**src/rtl/keypad_pkg.sv**
```systemverilog
// Shared types and helpers for the matrix keypad scanner.
package keypad_pkg;

  typedef enum logic [1:0] {
    ST_IDLE,
    ST_CAND,
    ST_PRESSED
  } kp_state_e;

  typedef enum logic [1:0] {
    FR_NONE,
    FR_SINGLE,
    FR_MULTI
  } frame_class_e;

  function automatic int kp_clog2(input int value);
    int w;
    w = 0;
    while ((1 << w) < value) w++;
    return w;
  endfunction

endpackage

```
**src/rtl/key_fifo.sv**
```systemverilog
// Small event queue with a registered read pointer; the head entry is always presented.
// A push into a full queue succeeds only when a pop frees a slot in the same cycle.
module key_fifo
  import keypad_pkg::*;
#(
  parameter int WIDTH = 4,
  parameter int DEPTH = 4
) (
  input  logic             clk,
  input  logic             reset,
  input  logic             push_i,
  input  logic [WIDTH-1:0] data_i,
  input  logic             pop_i,
  output logic [WIDTH-1:0] data_o,
  output logic             full_o,
  output logic             empty_o,
  output logic             overflow_o
);

  localparam int AW = (kp_clog2(DEPTH) > 0) ? kp_clog2(DEPTH) : 1;
  localparam logic [AW:0] PTR_ONE = 1;

  logic [WIDTH-1:0] mem_q [DEPTH];
  logic [AW:0]      wr_ptr_q;
  logic [AW:0]      rd_ptr_q;
  logic             pop_ok;
  logic             push_ok;

  assign empty_o    = (wr_ptr_q == rd_ptr_q);
  assign full_o     = (wr_ptr_q[AW] != rd_ptr_q[AW]) &&
                      (wr_ptr_q[AW-1:0] == rd_ptr_q[AW-1:0]);
  assign pop_ok     = pop_i & ~empty_o;
  assign push_ok    = push_i & (~full_o | pop_ok);
  assign overflow_o = push_i & full_o & ~pop_ok;
  assign data_o     = mem_q[rd_ptr_q[AW-1:0]];

  always_ff @(posedge clk or posedge reset) begin
    if (reset) begin
      wr_ptr_q <= '0;
      rd_ptr_q <= '0;
      for (int i = 0; i < DEPTH; i++) mem_q[i] <= '0;
    end else begin
      if (push_ok) begin
        mem_q[wr_ptr_q[AW-1:0]] <= data_i;
        wr_ptr_q                <= wr_ptr_q + PTR_ONE;
      end
      if (pop_ok) rd_ptr_q <= rd_ptr_q + PTR_ONE;
    end
  end

endmodule

```
**src/rtl/keypad_scanner.sv**
```systemverilog
// Column-scanning keypad front end: synchronizes rows, classifies each frame and
// debounces one key per frame end. IDLE | no key; CAND | counting stable frames; PRESSED | accepted, awaiting release.
module keypad_scanner
  import keypad_pkg::*;
#(
  parameter int ROWS          = 4,
  parameter int COLS          = 4,
  parameter int SCAN_DIV      = 256,
  parameter int DEBOUNCE      = 4,
  parameter int REPEAT_FRAMES = 0,
  parameter int FIFO_DEPTH    = 4,
  localparam int KEY_W        = kp_clog2(ROWS * COLS)
) (
  input  logic             clk,
  input  logic             reset,
  input  logic [ROWS-1:0]  row_in,
  output logic [COLS-1:0]  col_drv,
  output logic [KEY_W-1:0] key_code,
  output logic             key_valid,
  input  logic             key_ready,
  output logic             overflow
);

  localparam int SLOT_W = (kp_clog2(SCAN_DIV) > 0) ? kp_clog2(SCAN_DIV) : 1;
  localparam int COL_W  = (kp_clog2(COLS) > 0) ? kp_clog2(COLS) : 1;
  localparam int DB_W   = kp_clog2(DEBOUNCE + 1);
  localparam int REP_W  = (kp_clog2(REPEAT_FRAMES + 1) > 0) ? kp_clog2(REPEAT_FRAMES + 1) : 1;

  localparam logic [SLOT_W-1:0] SLOT_LAST = SLOT_W'(SCAN_DIV - 1);
  localparam logic [COL_W-1:0]  COL_LAST  = COL_W'(COLS - 1);
  localparam logic [DB_W-1:0]   DB_LAST   = DB_W'(DEBOUNCE);
  localparam logic [DB_W-1:0]   DB_ONE    = 1;
  localparam logic [REP_W-1:0]  REP_LAST  = REP_W'(REPEAT_FRAMES);
  localparam logic [REP_W-1:0]  REP_ONE   = 1;

  logic [ROWS-1:0]   row_s1_q, row_s2_q;
  logic [SLOT_W-1:0] slot_q;
  logic [COL_W-1:0]  col_q;
  logic [COLS-1:0]   col_drv_q;
  logic [1:0]        hit_cnt_q;
  logic [KEY_W-1:0]  hit_code_q;

  kp_state_e         state_q, state_d;
  logic [KEY_W-1:0]  cand_q, cand_d;
  logic [DB_W-1:0]   cnt_q, cnt_d;
  logic [DB_W-1:0]   rel_q, rel_d;
  logic [REP_W-1:0]  rep_q, rep_d;
  logic              push;

  logic              sample;
  logic              frame_end;
  logic [1:0]        samp_cnt;
  logic [KEY_W-1:0]  samp_code;
  logic [2:0]        tot_sum;
  logic [1:0]        tot_cnt;
  logic [KEY_W-1:0]  tot_code;
  frame_class_e      fclass;

  logic              fifo_full;
  logic              fifo_empty;

  assign sample    = (slot_q == SLOT_LAST);
  assign frame_end = sample && (col_q == COL_LAST);
  assign col_drv   = col_drv_q;
  assign key_valid = ~fifo_empty;

  // Active-row count saturates at 2: anything beyond one key is simply MULTI.
  always_comb begin
    samp_cnt  = 2'd0;
    samp_code = '0;
    for (int r = 0; r < ROWS; r++) begin
      if (row_s2_q[r]) begin
        if (samp_cnt != 2'd2) samp_cnt = samp_cnt + 2'd1;
        samp_code = KEY_W'(r * COLS + int'(col_q));
      end
    end
    tot_sum  = {1'b0, hit_cnt_q} + {1'b0, samp_cnt};
    tot_cnt  = (tot_sum > 3'd2) ? 2'd2 : tot_sum[1:0];
    tot_code = (samp_cnt != 2'd0) ? samp_code : hit_code_q;
    case (tot_cnt)
      2'd0:    fclass = FR_NONE;
      2'd1:    fclass = FR_SINGLE;
      default: fclass = FR_MULTI;
    endcase
  end

  always_comb begin
    state_d = state_q;
    cand_d  = cand_q;
    cnt_d   = cnt_q;
    rel_d   = rel_q;
    rep_d   = rep_q;
    push    = 1'b0;
    if (frame_end) begin
      case (state_q)
        ST_IDLE: begin
          if (fclass == FR_SINGLE) begin
            cand_d = tot_code;
            if (DEBOUNCE == 1) begin
              push    = 1'b1;
              state_d = ST_PRESSED;
              rep_d   = '0;
              rel_d   = '0;
              cnt_d   = '0;
            end else begin
              cnt_d   = DB_ONE;
              state_d = ST_CAND;
            end
          end
        end
        ST_CAND: begin
          if (fclass == FR_SINGLE) begin
            if (tot_code == cand_q) begin
              if (cnt_q + DB_ONE == DB_LAST) begin
                push    = 1'b1;
                state_d = ST_PRESSED;
                rep_d   = '0;
                rel_d   = '0;
                cnt_d   = '0;
              end else begin
                cnt_d = cnt_q + DB_ONE;
              end
            end else begin
              cand_d = tot_code;
              cnt_d  = DB_ONE;
            end
          end else begin
            state_d = ST_IDLE;
            cnt_d   = '0;
          end
        end
        ST_PRESSED: begin
          if (fclass == FR_NONE) begin
            if (rel_q + DB_ONE == DB_LAST) begin
              state_d = ST_IDLE;
              rel_d   = '0;
              rep_d   = '0;
            end else begin
              rel_d = rel_q + DB_ONE;
            end
          end else begin
            rel_d = '0;
            if (REPEAT_FRAMES > 0 && fclass == FR_SINGLE && tot_code == cand_q) begin
              if (rep_q + REP_ONE == REP_LAST) begin
                push  = 1'b1;
                rep_d = '0;
              end else begin
                rep_d = rep_q + REP_ONE;
              end
            end
          end
        end
        default: state_d = ST_IDLE;
      endcase
    end
  end

  always_ff @(posedge clk or posedge reset) begin
    if (reset) begin
      row_s1_q   <= '0;
      row_s2_q   <= '0;
      slot_q     <= '0;
      col_q      <= '0;
      col_drv_q  <= COLS'(1);
      hit_cnt_q  <= 2'd0;
      hit_code_q <= '0;
      state_q    <= ST_IDLE;
      cand_q     <= '0;
      cnt_q      <= '0;
      rel_q      <= '0;
      rep_q      <= '0;
    end else begin
      row_s1_q <= row_in;
      row_s2_q <= row_s1_q;
      if (sample) begin
        slot_q <= '0;
        if (col_q == COL_LAST) begin
          col_q     <= '0;
          col_drv_q <= COLS'(1);
          hit_cnt_q <= 2'd0;
        end else begin
          col_q     <= col_q + COL_W'(1);
          col_drv_q <= {col_drv_q[COLS-2:0], 1'b0};
          hit_cnt_q <= tot_cnt;
        end
        hit_code_q <= tot_code;
      end else begin
        slot_q <= slot_q + SLOT_W'(1);
      end
      state_q <= state_d;
      cand_q  <= cand_d;
      cnt_q   <= cnt_d;
      rel_q   <= rel_d;
      rep_q   <= rep_d;
    end
  end

  key_fifo #(
    .WIDTH (KEY_W),
    .DEPTH (FIFO_DEPTH)
  ) u_fifo (
    .clk        (clk),
    .reset      (reset),
    .push_i     (push),
    .data_i     (cand_d),
    .pop_i      (key_valid & key_ready),
    .data_o     (key_code),
    .full_o     (fifo_full),
    .empty_o    (fifo_empty),
    .overflow_o (overflow)
  );

  logic unused_full;
  assign unused_full = fifo_full;

endmodule

```
**config.mk**
```make
export PLATFORM = sky130hd
export DESIGN_NAME = keypad_scanner
export DESIGN_NICKNAME = d
export VERILOG_FILES = /design/src/rtl/keypad_pkg.sv /design/src/rtl/key_fifo.sv /design/src/rtl/keypad_scanner.sv
export SDC_FILE = /design/constraint.sdc
export NUM_CORES = 1
export LEC_CHECK = 0
export BUFFER_PORTS_ARGS = -buffer_cell sky130_fd_sc_hd__buf_2
export CAP_MARGIN = 0
export CORE_MARGIN = 2
export CORE_UTILIZATION = 55
export DETAILED_ROUTE_END_ITERATION = 8
export PLACE_DENSITY_LB_ADDON = 0.15
export SYNTH_ARGS = -nofsm -noshare
export SYNTH_HDL_FRONTEND = slang
export SYNTH_SLANG_ARGS = --single-unit
```
**constraint.sdc**
```tcl
create_clock -name clk -period 5.1 [get_ports clk]
set_clock_uncertainty 0.1 [all_clocks]
set_input_delay 1.02 -clock clk [delete_from_list [all_inputs] [get_ports clk]]
set_output_delay 1.02 -clock clk [all_outputs]
set_load 0.01 [all_outputs]
```
# Word-level counts from Yosys, hierarchy flattened
# Cells that the tools add are included.
# Widths: inputs -> output; s select.
[word_totals]
output_inout_bits = 10
ff_bits = 62
elab_cells = 132
[classes]
n_reduce_logical = 12
add_sub_neg = 13
n_bitwise = 11
order_cmp = 4
eq_ne = 23
muxes = 52
[op_table]
columns = ["op", "n"]
rows = [
  ["$mux 4", 12],
  ["$mux 2", 16],
  ["$mux 3", 9],
  ["$ne 2x2->1 const B", 9],
  ["$bwmux 16", 1],
  ["$add 3x1->3 const B", 4],
  ["$pmux 3 s2", 2],
  ["$add 2x1->2 const B", 4],
  ["$add 4x2->4 const A", 2],
  ["$add 8x1->8 const B", 1],
  ["$bmux 4 s2", 1],
  ["$demux 4 s2", 1],
  ["$eq 8x8->1 const B", 1],
  ["$mux 8", 1],
  ["$pmux 4 s2", 1],
  ["$eq 2x1->1 const B", 3],
  ["$eq 3x3->1 const B", 2],
  ["$ge 3x3->1 const B", 2],
  ["$logic_not 2->1", 3],
  ["$mux 1", 6],
  ["$ne 3x3->1 const B", 2],
  ["$not 2->3", 2],
  ["$pmux 2 s3", 1],
  ["$reduce_and 6->1", 1],
  ["other kinds (17)", 28],
]

# Logic depth before layout (Yosys ltp)
[depth]
word_depth = 21
ltp_mapped = 15

# Hierarchy
# A second synthesis with hierarchy kept.
[unflattened]
hier_cells = 297
area_unflattened_um2 = 3325.7
[by_module_without_submodules]
columns = ["mod", "n_inst", "area_each_um2", "cells_per_inst"]
rows = [
  ["keypad_scanner", 1, 2183.3, 219],
  ["key_fifo", 1, 1142.3, 78],
]

# Least setup slack after synthesis
# OpenSTA, ideal clock, no wires.
[synth_path]
path_type = "reg-to-output"
from = "register row_s2_q[0]"
to = "output overflow"
required_ps = 3980
path_stages_with_launch = 11
path_slack_ps = 878
arrival_time_ps = 3102
path_cell_list = "dfrtp_1 > inv_1 > ha_1 > mux2i_1 > ha_1 > nor3b_1 > or3_4 > mux2_4 > a2111oi_4 > nand3b_2 > nor4_1"
[synth_between]
elab_chain_len = 21
[synth_rtl]
columns = ["element", "line", "source"]
rows = [
  ["from (decl)", "keypad_scanner.sv:36", "logic [ROWS-1:0] row_s1_q, row_s2_q;"],
  ["from (signal assigned)", "keypad_scanner.sv:174", "row_s2_q <= row_s1_q;"],
  ["$mux 1", "keypad_scanner.sv:72", "if (row_s2_q[r]) begin"],
  ["$add 2x1->2 or $ne 2x2->1 (tied branches)", "keypad_scanner.sv:73", "if (samp_cnt != 2'd2) samp_cnt = samp_cnt + 2'd1;"],
  ["$mux 2", "keypad_scanner.sv:73", ""],
  ["$mux 2", "keypad_scanner.sv:72", ""],
  ["$add 2x1->2 or $ne 2x2->1 (tied branches)", "keypad_scanner.sv:73", ""],
  ["$mux 2", "keypad_scanner.sv:73", ""],
  ["$mux 2", "keypad_scanner.sv:72", ""],
  ["$add 2x1->2 or $ne 2x2->1 (tied branches)", "keypad_scanner.sv:73", ""],
  ["[... 4 more ...]", "--", ""],
  ["$mux 2", "keypad_scanner.sv:78", "tot_cnt = (tot_sum > 3'd2) ? 2'd2 : tot_sum[1:0];"],
  ["$eq 2x1->1 or $logic_not 2->1 (tied branches)", "keypad_scanner.sv:80", "case (tot_cnt)"],
  ["$pmux 2 s2", "keypad_scanner.sv:80", ""],
  ["$eq 2x1->1", "keypad_scanner.sv:112", "if (fclass == FR_SINGLE) begin"],
  ["$mux 1 (*)", "keypad_scanner.sv:112", ""],
  ["$mux 1 (*)", "keypad_scanner.sv:95", "case (state_q)"],
  ["$mux 1 (*)", "keypad_scanner.sv:94", "if (frame_end) begin"],
  ["$and 1x1->1 (*) (2 in a row)", "key_fifo.sv:34", "assign overflow_o = push_i & full_o & ~pop_ok;"],
  ["to (decl)", "keypad_scanner.sv:21", "output logic overflow"],
]
# Mark *: on every way between the ends. The rest lies on a longest branch, timed or not.

# Worst setup path in the final report
# Same ends and word-level chain as after synthesis.

==> flow_summary.toml <==
[run_status]
status = "finished clean"

[timing]
worstMarginPinSlew_ps = 778
maxSlewHeadroom_pct = 48.1
finalHoldViolCount = 0
fin_crit_ps = 4670
fmax_mhz = 214
rsz0062_at_grt = "false"
slew_violations = 0
fin_tns_setup_ps = 0
fin_crit_sh_pct = 91.6
finalWorstSetupSlack_ps = 427
finalSetupViolCount = 0

[cts]
path_clk_slew_ps = 60
postCtsSetupBuffers = 0
cts_resized = 0
cts_sinks = 62
cts-htree-levels = 3
hold_buffers = 0
clk_latency_ps = 330
tritoncts = "built"
clockBufferDepth = 2
root_buffer = "clkbuf_8"
numCtsBuffers = 9

[critical_path]
worstPathMaxFanout = 8
slowest_delay_ps = 410
arrival_ps = 3550
crit_path_frequent_cell = "ha_1"
rrSetupSlack_ps = 1380
reg2reg_depth = 14
slowest_stage = "dfrtp_1"
cp_cell_sequence = "inv_1 -> ha_1 -> mux2i_1 -> ha_1 -> nor3b_1 -> or3_4 -> mux2_4 -> a2111oi_4 -> buf_4 -> nand3b_2 -> nor4_1 -> buf_2"
critPathLaunchType = "flop"
crit_type = "reg2out"
crit_end = "overflow"
cp.depth = 12
required_ps = 3980
critPathTopFamily = "simple AND/OR/NAND/NOR gates"
r2r-end = "u_fifo.mem_q[2]"
crit_path_end_kind = "output pin"
reg2reg_from = "row_s2_q[0]"
cp-startpoint = "row_s2_q[0]"
worst-path-buf-inv = 3

[die]
die_w_um = 80.8
dieArea_um2 = 6520
ios = 17
fp.dieH_um = 80.8
initial_core_util_pct = 57.8
core_um2 = 5610
rows = 27

[global_route]
grt_first_pass_wirelength_mm = 10.4
track_usage_pct = 21.1
gr-total-overflow = 0
antenna_found_initial = 0
grt_max_degree = 63
grt_pass1_vias = 2295

[synthesis]
synth_edf_count = 0
synth_seq_cells = 62
yosys.area.top_type = "dfrtp_1"
yosysWarnings = 0
yosysTopAreaCellShare_pct = 47.1
synthArstFlopShare_pct = 100
syn_area_um2 = 3240
synth.area.top_cells = "dfrtp_1 (47%), ha_1 (6.2%), nand2_1 (3.7%), mux2_1 (3.5%), mux2_2 (3.5%)"
synth_nets = 312
yosysSeqAreaShare_pct = 47.9
synth_cell_types = 55
syn_avg_cell_area_um2 = 11.3
syn-instance-count = 288
synth_ff_type = "dfrtp_1"

[routing]
via_per_inst = 5.69
routedWlPerCell_um = 15.1
route.detailed.drc = 0
wirelength_mm = 5.86
vias = 2214
dr.pass1.iters = 4
dr.first_iter.drc_count = 104
antenna_left = 0

[pwr]
finalPower_mw = 1.03
powerDensity_nw_per_um2 = 284
power_leakage_nw = 1.77
ir_worst_vdd_v = 0.000231

[finish]
final_common_cell = "dfrtp_1"
drive_gt1_share_pct = 20.8
regArea_um2 = 1550
fillers = 465
num_antenna_cells = 0
final_cell_mix = "dfrtp_1 (61), nand2_1 (32), o21ai_0 (18)"
final_cells = 389
layout.nets = 336
multiInputGateArea_um2 = 1590
area_delta_synth_final_pct = 11.9

[placement]
pre_cts_ws_ps = 796
dp_hpwl_mm = 4.19
finalWeightedCongestion = 0.843
dp_cells = 373
io_buffers = 16

[worst_hold_path]
min_path_type = "reg2reg"
min_from = "row_s1_q[1]"

[run]
drv_cap = 0
[logic make-up (layout without fill, tap and decap cells)]
group / count (synthesis) / after routing / synth area share [%]
xor gates and xnor gates: 15 / 15 / 4.05
AOI/OAI and AO/OA: 46 / 46 / 10.4
muxes: 27 / 27 / 10.8
and+or+nand+nor: 97 / 97 / 16.9
buffers and inverters: 24 / 53 / 3.09
adders and majority gates: 17 / 17 / 6.80
DFF: 62 / 62 / 47.9
[registers in the layout, summed over array words and instances (netlist names), 4 cells and up]
name,flops
row_s1_q,4
u_fifo.mem_q,16
row_s2_q,4
slot_q,8
hit_code_q,4
col_drv,4
cand_q,4
[metal layers]
metal	part of all wire, %	wire (um)	track usage, %
met5	0	0	0
met4	1.2	72	6.95
met2	48	2790	34.8
met3	3.8	220	6.33
met1	47	2780	26.9
[synthesized netlist by cell type, types with 3 or more instances]
master	number
or3_1	3
o21ai_0	18
nand2_1	32
clkbuf_1	4
dfrtp_1	61
xor2_1	8
inv_1	17
nor3_1	3
a21o_1	3
mux2_1	10
nor2_1	11
nand3_1	12
nand4_2	4
nand4_1	3
nand2b_1	6
o31ai_1	4
ha_1	16
mux4_2	4
nor4_1	4
xnor2_1	7
a21oi_1	4
mux2_2	10
[worst min-delay path by stage]
stage	cells past startpoint	slack, ps	to
final	0	250	row_s2_q[1]
after detailed placement	0	240	row_s2_q[1]
after global routing	0	250	row_s2_q[2]
after floorplan	0	230	row_s2_q[0]
after global placement	0	240	row_s2_q[2]
after CTS	0	250	row_s2_q[1]
[power breakdown]
| group | internal, mW | switching, mW |
|---|---|---|
| Combinational | 0.0207 | 0.0377 |
| Sequential | 0.495 | 0.00401 |
| Clock | 0.286 | 0.187 |
[worst register-to-register path: cells and delay by family, from the launching register on]
family | cells | cell delay, ps
fa+ha+maj | 4 | 1240
flops | 1 | 410
buf+inv | 3 | 340
simple gates | 4 | 830
mux | 2 | 580
compound gates | 1 | 120
[final cells by class]
type	instances	area share (%)
Clock inverter	6	2.35
Timing Repair Buffer	20	3.04
Multi-Input combinational cell	202	43.8
Sequential cell	62	42.8
Clock buffer	10	3.79
Inverter	17	1.76
Tap cell	72	2.48
[through the flow]
step	hold WS (ps)	instance area, um^2	util [%]
global route	254	3630	64.7
detailed placement	236	3400	60.7
floorplan	231	3240	-
global placement	235	3400	60.7
CTS	250	3630	64.7
finish	248	3630	64.7
Note: power is estimated with default switching activity, not from simulation.
